--- src/rtl/idli_mem_arb_m.sv ---
// idli_mem_arb_m: slice-serial shared-memory arbiter between fetch and LSU, phases aligned to i_ma_ctr 0..3.
// Define IDLI_MEM_ARB_RR_EN for round-robin resolution of simultaneous requests (default: LSU priority).
module idli_mem_arb_m (
  input  logic       i_ma_gck,
  input  logic       i_ma_rst_n,
  input  logic [1:0] i_ma_ctr,
  input  logic       i_ma_redirect,
  input  logic       i_ma_if_req,
  input  logic       i_ma_ls_req,
  input  logic       i_ma_ls_wr,
  input  logic [3:0] i_ma_if_addr,
  input  logic [3:0] i_ma_ls_addr,
  input  logic [3:0] i_ma_ls_wdata,
  output logic       o_ma_if_gnt,
  output logic       o_ma_ls_gnt,
  output logic [3:0] o_ma_rdata,
  output logic       o_ma_if_vld,
  output logic       o_ma_ls_vld,
  output logic       o_ma_mem_cs_n,
  output logic       o_ma_mem_we,
  output logic [3:0] o_ma_mem_sio,
  output logic       o_ma_mem_oe,
  input  logic [3:0] i_ma_mem_sio
);
  typedef enum logic [1:0] {IDLE, ADDR, RD, WR} state_t;
  state_t state, state_nxt;
  logic own_ls, own_ls_nxt, wr, wr_nxt, pend, pend_nxt;
  logic ctr_end, any_req, ls_win, kill, keep, busy;
  assign ctr_end = i_ma_ctr == 2'd3;
  assign any_req = i_ma_if_req | i_ma_ls_req;
  assign busy = state != IDLE;
  assign kill = pend | i_ma_redirect;
  assign keep = own_ls ? i_ma_ls_req : (i_ma_if_req & ~i_ma_ls_req & ~kill);
`ifdef IDLI_MEM_ARB_RR_EN
  logic last_if;
  assign ls_win = i_ma_ls_req & (~i_ma_if_req | last_if);
  always_ff @(posedge i_ma_gck or negedge i_ma_rst_n)
    if (!i_ma_rst_n) last_if <= 1'b1;
    else if (state == IDLE && ctr_end && any_req) last_if <= ~ls_win;
`else
  assign ls_win = i_ma_ls_req;
`endif
  always_comb begin
    state_nxt = state;
    own_ls_nxt = own_ls;
    wr_nxt = wr;
    if (ctr_end)
      case (state)
        IDLE: if (any_req) begin
          state_nxt = ADDR;
          own_ls_nxt = ls_win;
          wr_nxt = ls_win & i_ma_ls_wr;
        end
        ADDR: state_nxt = (~own_ls & kill) ? IDLE : wr ? WR : RD;
        default: state_nxt = keep ? state : IDLE;
      endcase
    pend_nxt = (state_nxt == IDLE) ? 1'b0 : pend | (busy & ~own_ls & i_ma_redirect);
  end
  always_ff @(posedge i_ma_gck or negedge i_ma_rst_n)
    if (!i_ma_rst_n) begin
      state <= IDLE;
      own_ls <= 1'b0;
      wr <= 1'b0;
      pend <= 1'b0;
    end else begin
      state <= state_nxt;
      own_ls <= own_ls_nxt;
      wr <= wr_nxt;
      pend <= pend_nxt;
    end
  // all outputs decode from registered state so reset clears them without waiting for a clock
  assign o_ma_if_gnt = busy & ~own_ls;
  assign o_ma_ls_gnt = busy & own_ls;
  assign o_ma_mem_cs_n = ~busy;
  assign o_ma_mem_we = state == WR;
  assign o_ma_mem_oe = state == ADDR || state == WR;
  assign o_ma_mem_sio = state == ADDR ? (own_ls ? i_ma_ls_addr : i_ma_if_addr) :
                        state == WR ? i_ma_ls_wdata : 4'd0;
  assign o_ma_if_vld = state == RD && !own_ls && !pend;
  assign o_ma_ls_vld = state == RD && own_ls;
  assign o_ma_rdata = (o_ma_if_vld | o_ma_ls_vld) ? i_ma_mem_sio : 4'd0;
endmodule

--- config.mk ---
export PLATFORM = sky130hd
export DESIGN_NAME = idli_mem_arb_m
export DESIGN_NICKNAME = d
export VERILOG_FILES = /design/src/rtl/idli_mem_arb_m.sv
export SDC_FILE = /design/constraint.sdc
export NUM_CORES = 1
export LEC_CHECK = 0
export ABC_AREA = 1
export CAP_MARGIN = 20
export CORE_UTILIZATION = 31
export DETAILED_ROUTE_END_ITERATION = 12
export PLACE_DENSITY = 0.82
export REMOVE_ABC_BUFFERS = 1
export SLEW_MARGIN = 0
export SYNTH_ARGS = -nofsm -noshare
export SYNTH_HDL_FRONTEND = slang
export SYNTH_SLANG_ARGS = --single-unit
--- constraint.sdc ---
create_clock -name i_ma_gck -period 1.71 [get_ports i_ma_gck]
set_input_delay 0.342 -clock i_ma_gck [delete_from_list [all_inputs] [get_ports i_ma_gck]]
set_output_delay 0.342 -clock i_ma_gck [all_outputs]
set_load 0.005 [all_outputs]
==> results.toml <==
[status]
status = "finished, violations left"
violations = "negative setup slack"

[timing]
period_minus_slack_ns = 1.856
fin_hold_ws_ns = 0.3311
worstMarginPinSlew_ns = 0.2897
fin_worst_skew_ns = 0.004478
setup_ws_ns = -0.1457
max_freq_ghz = 0.5389
fin_crit_sh_pct = 108.5
hold_viol_final = 0
setup_viol = 7
slew_violations = 0
slew_headroom_pct = 80.54
grt_setup_unrepaired = "yes"

[finish]
area_delta_synth_final_pct = 146.4
drive_gt1_share_pct = 38.97
antennaDiodeCount = 0
num-nets-final = 161
fillCellCount = 65
utilization_pct = 87.34

[global_routing]
grt_pass1_wl_um = 2373
grt_pass1_vias = 620
antenna_found_initial = 0
grt_remaining_overflow = 0
grt_max_degree = 6
global_route.usage.total_pct = 22.12

[pwr]
power_density_nw_per_um2 = 1572
total_power_uw = 1628
p_leak_uw = 0.0005411
vdd.ir_drop.worst_uv = 1277

[setup_path]
cpMaxStageDelayCell = "dfrtp_1"
arrival_ns = 1.51
worstSetupStartpointType = "register"
crit_path_end_kind = "primary output"
path_delay_family = "simple AND/OR/NAND/NOR gates"
max_stage_delay_ns = 0.39
path_class = "register to primary output"
crit_required_ns = 1.37
path_buf_inv = 3
cp_common_cell = "nor2_2"
path_max_fanout = 3
crit_chain = "buf_6 > nor4_4 > nor2_2 > buf_4 > nor2_2 > buf_2"

[flow_run]
cap_viol_max_count = 0

[route]
routed-via-count = 719
first_pass_iters = 4
wl_per_cell_um = 12.86
viasPerCell = 4.793
wirelength_um = 1929
dr.first_iter.drc_count = 5
drc = 0
ant_nets = 0

[floorplanning]
coreArea_um2 = 1186
die_area_um2 = 1507
initial_core_util_pct = 35.44
num_rows = 12
die_height_um = 38.83
die_x_um = 38.83
ioPinCount = 39

[yosys]
yosys_warnings = 0
yosysUniqueCellTypes = 13
ys_ff_latch = 5
synth.avg_cell_area_um2 = 5.759
synth_top_area_share_pct = 29.76
ys_seq_area_share_pct = 29.76
synth_area_um2 = 420.4
yosysTopAreaCell = "dfrtp_1"
synth_top_cells_by_area = "dfrtp_1 (30%), nand2_1 (18%), nor2_1 (15%)"
synthCells = 73

[cts]
cts_buffers = 3
clk_pin_slew_worst_paths_ns = 0.04
cts_sinks = 5
clock_latency_ns = 0.24
clockBufferDepth = 2
cts-htree-levels = 1
cts_tree = "yes"
root_buffer = "clkbuf_4"
cts-hold-fix-buffers = 0

[placed_design]
dpl.hpwl_um = 1127
globalplace.congestion = 0.7879
post-place-ws_ns = -0.1577
portBuffers = 38

[worst_hold_path]
hold_path_class = "primary input to async pin"
[power breakdown]
| group | internal [uW] | switching, uW |
|---|---|---|
| Combinational | 676 | 588 |
| Clock | 88.0 | 44.1 |
| Sequential | 175 | 57.6 |
[registers in the layout (all words and copies together) (netlist names)]
name / count
state: 2
own_ls: 1
wr: 1
pend: 1
[final cells by class]
class / count / area [um2] / area share (%)
Timing Repair Buffer: 60 / 505.5 / 48.79
Multi-Input combinational cell: 56 / 315.3 / 30.43
Sequential cell: 5 / 125.1 / 12.08
Inverter: 11 / 46.29 / 4.469
Clock buffer: 4 / 26.28 / 2.536
Tap cell: 14 / 17.52 / 1.691
[routing by layer]
metal / share of wire (%) / track usage (%)
met5: 0 / 0
met4: 1.8 / 7.759
met3: 3.8 / 0
met2: 57 / 45.00
met1: 37 / 23.67
[worst reg2reg max path: stages (launching register included)]
cell	delay, ns
dfrtp_1	0.39
buf_4	0.15
inv_4	0.07
buf_4	0.12
buf_4	0.11
nand2_1	0.05
nand3_1	0.10
nand2_1	0.06
nand2_1	0.05
nand2_1	0.06
nor2_1	0.11
nor2_1	0.05
[cell usage after synthesis]
cell            n
dfrtp_1         5
a21o_1          1
nand2_1        20
dlygate4sd1_1   1
nor3_1          1
o21ai_0        10
nor2_1         17
inv_2           1
o21ai_2         2
nor4_1          1
nand3_1         3
inv_1          10
a21oi_1         1
[cells in the final DEF (no fill, tap or decap), types with 4 or more instances in the layout]
cell	instances
nor2_1	10
nor2_2	4
buf_2	8
o21ai_1	5
o21ai_2	5
buf_4	18
clkdlybuf4s50_1	24
nand2_1	20
inv_1	7
buf_6	4
dlygate4sd2_1	4
dfrtp_1	5
[cells by family after synthesis]
group                  synth area share (%)
AOI/OAI and AO/OA                     19.05
buffers and inverters                 11.91
DFF                                   29.76
and+or+nand+nor                       39.28
[path summary, 6_finish.rpt]
kind,startpoint,end,slack [ns],cells past startpoint
min in group i_ma_gck,wr$_DFFE_PN0P_,wr$_DFFE_PN0P_,0.50,2
setup / recovery,own_ls$_DFFE_PN0P_,o_ma_rdata[3],-0.15,6
max in group asynchronous,i_ma_rst_n,own_ls$_DFFE_PN0P_,1.18,1
setup reg to reg,own_ls$_DFFE_PN0P_,pend$_DFF_PN0_,0.28,11
hold reg to reg,wr$_DFFE_PN0P_,wr$_DFFE_PN0P_,0.50,2
hold / removal,i_ma_rst_n,pend$_DFF_PN0_,0.33,1
[through the flow]
stage                     instance area [um2]  cells  TNS (ns)
after floorplan                         411.6     72         0
after detailed placement                914.6    138    -1.202
after global routing                     1036    150    -1.029
after CTS                               980.9    148   -0.1650
final                                    1036    150   -0.5800
after global placement                  914.6    138   -0.9905
[repair_timing]
action | CTS | global route
setup endpoints to repair | 13 | 10
gates resized for setup | 46 | 28
gates cloned | 0 | 0
pin swaps | 5 | 11
setup buffers | 6 | 3
Note: power is estimated with default switching activity, not from simulation.
